### src/rtl/dut_top_pkg.sv
`default_nettype none
// +--------------------------------------------------------------------------+
// | Module      : dut_top_pkg                                                |
// | Description : Shared widths and beat types for the dut_top pass-through. |
// | Revision    : 1.0 - initial release                                      |
// +--------------------------------------------------------------------------+
package dut_top_pkg;

  localparam int DW_DEF    = 8;
  localparam int CNT_W_DEF = 16;
  localparam int MAX_LAT   = 16;

  typedef logic [DW_DEF-1:0] byte_t;

  typedef struct packed {
    logic  dv;
    byte_t d;
  } beat_t;

endpackage
`default_nettype wire

### src/rtl/dut_delay_line.sv
`default_nettype none
// +--------------------------------------------------------------------------+
// | Module      : dut_delay_line                                             |
// | Description : DEPTH-stage shift register with synchronous reset.         |
// | Revision    : 1.0 - initial release                                      |
// +--------------------------------------------------------------------------+
module dut_delay_line #(
  parameter int W     = 9,
  parameter int DEPTH = 1
) (
  input  logic         clk,
  input  logic         rst,
  input  logic [W-1:0] din,
  output logic [W-1:0] dout
);

  logic [W-1:0] r_stage [DEPTH];

  always_ff @(posedge clk) begin
    if (rst) begin
      for (int i = 0; i < DEPTH; i++) r_stage[i] <= '0;
    end else begin
      r_stage[0] <= din;
      for (int i = 1; i < DEPTH; i++) r_stage[i] <= r_stage[i-1];
    end
  end

  assign dout = r_stage[DEPTH-1];

endmodule
`default_nettype wire

### src/rtl/dut_top_core.sv
`default_nettype none
// +--------------------------------------------------------------------------+
// | Module      : dut_top_core                                               |
// | Description : Byte-stream pass-through with frame/byte counters.         |
// |               DUT_FRAME_SUM_EN adds frame_sum/sum_vld outputs.           |
// | Revision    : 1.0 - initial release                                      |
// +--------------------------------------------------------------------------+
module dut_top_core
  import dut_top_pkg::*;
#(
  parameter int DW      = DW_DEF,
  parameter int LATENCY = 1,
  parameter int CNT_W   = CNT_W_DEF
) (
  input  logic             clk,
  input  logic             rst,
  input  logic [DW-1:0]    rxd,
  input  logic             rx_dv,
  output logic [DW-1:0]    txd,
  output logic             tx_en,
  output logic [CNT_W-1:0] frame_cnt,
  output logic [CNT_W-1:0] byte_cnt,
  output logic             busy
`ifdef DUT_FRAME_SUM_EN
  ,
  output logic [DW-1:0]    frame_sum,
  output logic             sum_vld
`endif
);

  localparam int c_busy_w = $clog2(MAX_LAT + 2);
  // A sampled byte occupies the pipe for LATENCY cycles plus the cycle it is on the output.
  localparam logic [c_busy_w-1:0] c_busy_load = c_busy_w'(LATENCY + 1);

  logic [DW:0]          w_pipe_out;
  logic                 w_frame_end;
  logic                 r_dv_prev;
  logic [CNT_W-1:0]     r_frame_cnt;
  logic [CNT_W-1:0]     r_byte_cnt;
  logic [c_busy_w-1:0]  r_busy_cnt;

  dut_delay_line #(
    .W     (DW + 1),
    .DEPTH (LATENCY)
  ) u_pipe (
    .clk  (clk),
    .rst  (rst),
    .din  ({rx_dv, rxd}),
    .dout (w_pipe_out)
  );

  assign {tx_en, txd} = w_pipe_out;
  assign w_frame_end  = r_dv_prev & ~rx_dv;

  always_ff @(posedge clk) begin
    if (rst) begin
      r_dv_prev   <= 1'b0;
      r_frame_cnt <= '0;
      r_byte_cnt  <= '0;
      r_busy_cnt  <= '0;
    end else begin
      r_dv_prev <= rx_dv;
      if (rx_dv)       r_byte_cnt  <= r_byte_cnt + CNT_W'(1);
      if (w_frame_end) r_frame_cnt <= r_frame_cnt + CNT_W'(1);
      if (rx_dv)                  r_busy_cnt <= c_busy_load;
      else if (r_busy_cnt != '0)  r_busy_cnt <= r_busy_cnt - c_busy_w'(1);
    end
  end

  assign frame_cnt = r_frame_cnt;
  assign byte_cnt  = r_byte_cnt;
  assign busy      = (r_busy_cnt != '0);

`ifdef DUT_FRAME_SUM_EN
  logic [DW-1:0] r_acc;
  logic [DW-1:0] r_frame_sum;
  logic          r_sum_vld;

  // Loading the first byte directly is the clear-at-frame-start.
  always_ff @(posedge clk) begin
    if (rst) begin
      r_acc       <= '0;
      r_frame_sum <= '0;
      r_sum_vld   <= 1'b0;
    end else begin
      r_sum_vld <= w_frame_end;
      if (w_frame_end) r_frame_sum <= r_acc;
      if (rx_dv)       r_acc <= r_dv_prev ? (r_acc + rxd) : rxd;
    end
  end

  assign frame_sum = r_frame_sum;
  assign sum_vld   = r_sum_vld;
`endif

endmodule
`default_nettype wire

### config.mk
export PLATFORM = sky130hd
export DESIGN_NAME = dut_top_core
export DESIGN_NICKNAME = d
export VERILOG_FILES = /design/src/rtl/dut_top_pkg.sv /design/src/rtl/dut_delay_line.sv /design/src/rtl/dut_top_core.sv
export SDC_FILE = /design/constraint.sdc
export NUM_CORES = 1
export LEC_CHECK = 0
export CORE_ASPECT_RATIO = 0.5
export CORE_MARGIN = 2
export CORE_UTILIZATION = 43
export DETAILED_ROUTE_END_ITERATION = 8
export PLACE_DENSITY_LB_ADDON = 0.15
export SYNTH_ARGS = -nofsm -noshare
export SYNTH_HDL_FRONTEND = slang
export SYNTH_SLANG_ARGS = --single-unit
### constraint.sdc
create_clock -name clk -period 1.63 [get_ports clk]
set_clock_uncertainty 0.15 [all_clocks]
set_input_delay 0.2445 -clock clk [delete_from_list [all_inputs] [get_ports clk]]
set_output_delay 0.2445 -clock clk [all_outputs]
set_load 0.05 [all_outputs]
==> reports/summary.txt <==
Status: finished, violations left
Failing checks: negative setup slack
Slew Limit Fails: 0
Sequential fraction of the synthesis area: 0.4673
Max Cap Viol: 0
Async SR Flop Fraction: 0
Netlist Area Pre-Place: 1971 sq um
Hold_buf cts: 0
Biggest cell delay along the critical path: 480 ps
Setup ws final: -262.3 ps
CP bufs+invs: 2
Die span in x: 99.74 um
Number of flops mapped to enable cells by yosys: 0
Fin cells: 337
Initial antenna violation count: 0
Clock latency on the worst-skew pair: 300 ps
Routed via count: 1,655
Initial Utilization: 0.4476
Overall Global Routing Usage: 0.1757
Initial DRT Pass Iterations: 4
Total wire length: 4.368 mm
Core area: 4403 sq um
Critical Path RT: 1240 ps
WHS Path Cells: 4
Main synth FF type: dfxtp_1
Hold crit path type: primary input to flop
Largest cells by area after synthesis: dfxtp_1, xnor2_1, nor2_1, nor2b_1, xor2_1
Critical path's slowest cell: or4b_4
Max H-tree Level: 2
Largest net degree at the start of global routing: 29
Reg2reg path depth: 8
Ant diodes: 0
CTS tree: yes
Hold Violations, Final: 0
Avg Synthesized Cell Area: 9.566 sq um
Yosys Warn Count: 0
Netlist cell types: 33
Io pins: 53
Critical Path, Cell by Cell: inv_2, ha_4, or4b_4, buf_8
Cts bufs inserted: 5
Clock transition at path regs: 80 ps
DR DRC count: 0
Row count: 17
Vias in the first global route: 1,596
Final Util: 0.7323
Critical path arrival: 1500 ps
Post-synth top area cell: dfxtp_1
Initial DRC Count: 61
Root buf cell: clkbuf_8
CTS sink count: 46
Die Y: 51.87 um
Top post-synthesis cells by count: dfxtp_1, nor2_1, xnor2_1
Fmax: 0.5285 GHz
GR Overflow Total: 0
Critical path class: flop to output pin
Final setup fails: 5
Mapped Cells: 206
Pwr/cell area: 730.9 nW/um^2
Mapped Nets: 220
Post-DP HPWL: 3.159 mm
Layout cells sized above 1: 0.4321
WP depth: 4
P&R area growth vs syn: 63.62%
PortBufs: 52
Crit-path leading delay family: simple AND/OR/NAND/NOR gates
Post-route setup TNS: -623.5 ps
First-pass GRT wire length: 7.003 mm
Synth Register Bits: 46
Clock Path Buffers: 2
CP Launch Type: flop
Post-route ant nets: 0
GPL Wtd Cong: 0.8363
Pre-CTS setup slack: -308.5 ps
Leak Pwr: 1.269 nW
Die ar.: 5174 sq um
Vias/cell: 4.911
Setup crit end kind: output pin
Count leader, synth: dfxtp_1
RSZ-0062 raised after global routing: yes
Yosys top cell area share: 0.4673
Placed insts: 322
Worst VDD drop: 0.4969 mV
Post-layout minimum cycle time: 1892 ps
Worst slew pin tran: 305.4 ps
Mean routed wirelength per cell: 12.96 um
Worst slew margin relative to its limit: 0.7945
Final layout net count: 293
Tcrit/Tclk final: 1.161
Crit Path Max Fanout: 3
[timing repair]
item | CTS | global route
buffers inserted | 3 | 4
pin swaps | 1 | 4
gates resized for setup | 2 | 11
setup endpoints to repair | 1 | 13
[metal layers]
metal | track usage | vias to the layer above | routed length, um
met5 | 0 | - | 0
met1 | 0.2022 | 770 | 1900
met3 | 0.06452 | 13 | 239
met4 | 0.07534 | 0 | 108
li1 | - | 831 | -
met2 | 0.3007 | 41 | 2119
[registers in the layout, summed over array words and instances (netlist names)]
register / cells
frame_cnt: 16
r_busy_cnt: 5
u_pipe.r_stage: 8
r_dv_prev: 1
byte_cnt: 16
[cell usage in the layout, fill, tap and decap left out, drive strengths merged]
master          n
a31o            1
clkdlybuf4s50   9
or4b            1
and3            1
nand3b          1
xnor2          21
buf            64
clkbuf          6
ha              3
nand4b          1
xor2            7
nand3           6
dfxtp          46
or3             3
nor2b          12
nor4            8
dlymetal6s2s    1
inv             8
mux2i           3
and4b           1
nand4          10
mux2            2
nor2           38
a21oi           3
o311a           1
clkinv          2
nand2          10
o21ai           2
nor3            9
[metrics by stage]
stage | power [mW] | cell area, sq um | hold slack [ps]
after CTS | 2.347 | 3138 | 310.8
final | 2.357 | 3224 | 298.4
after detailed placement | 1.541 | 3004 | 299.0
after floorplan | 1.436 | 2034 | 222.7
after global placement | 1.528 | 3004 | 293.6
after global routing | 2.465 | 3224 | 284.2
[cells by family after synthesis]
group	after synthesis	synth area share
flops	46	0.4673
fa+ha+maj	3	0.01905
simple gates	101	0.3010
xor+xnor	28	0.1244
buf+inv	16	0.03872
compound gates	7	0.02286
mux	5	0.02667
[tightest hold or removal path, cell delays in order]
cell,delay (ps)
dlymetal6s2s_1,110
buf_6,140
buf_4,160
nor3_1,60
[power by group]
group	total, mW	leakage, nW	internal (mW)	switching, mW
sequential	1.18	0.388	1.15	0.0254
combinational	0.396	0.825	0.196	0.200
clock	0.783	0.0561	0.390	0.393
[cell type report]
| type | count | area, sq um |
|---|---|---|
| multi-input cells | 144 | 1032 |
| fillers | 322 | 1179 |
| clock buffers | 6 | 93.84 |
| flip-flops and latches | 46 | 963.4 |
| inverters | 8 | 30.03 |
| well taps | 57 | 71.32 |
| repair buffers | 74 | 1023 |
| clock inverters | 2 | 10.01 |
[final timing paths]
kind	startpoint	end	slack (ps)
max	r_busy_cnt[1]$_SDFFE_PP0P_	busy	-260
min	rx_dv	r_busy_cnt[0]$_SDFFE_PP0P_	300
max reg2reg	r_busy_cnt[1]$_SDFFE_PP0P_	r_busy_cnt[1]$_SDFFE_PP0P_	-170
min reg2reg	r_busy_cnt[4]$_SDFFE_PP0P_	r_busy_cnt[4]$_SDFFE_PP0P_	310
No activity file was read; power rests on OpenSTA's default activity.
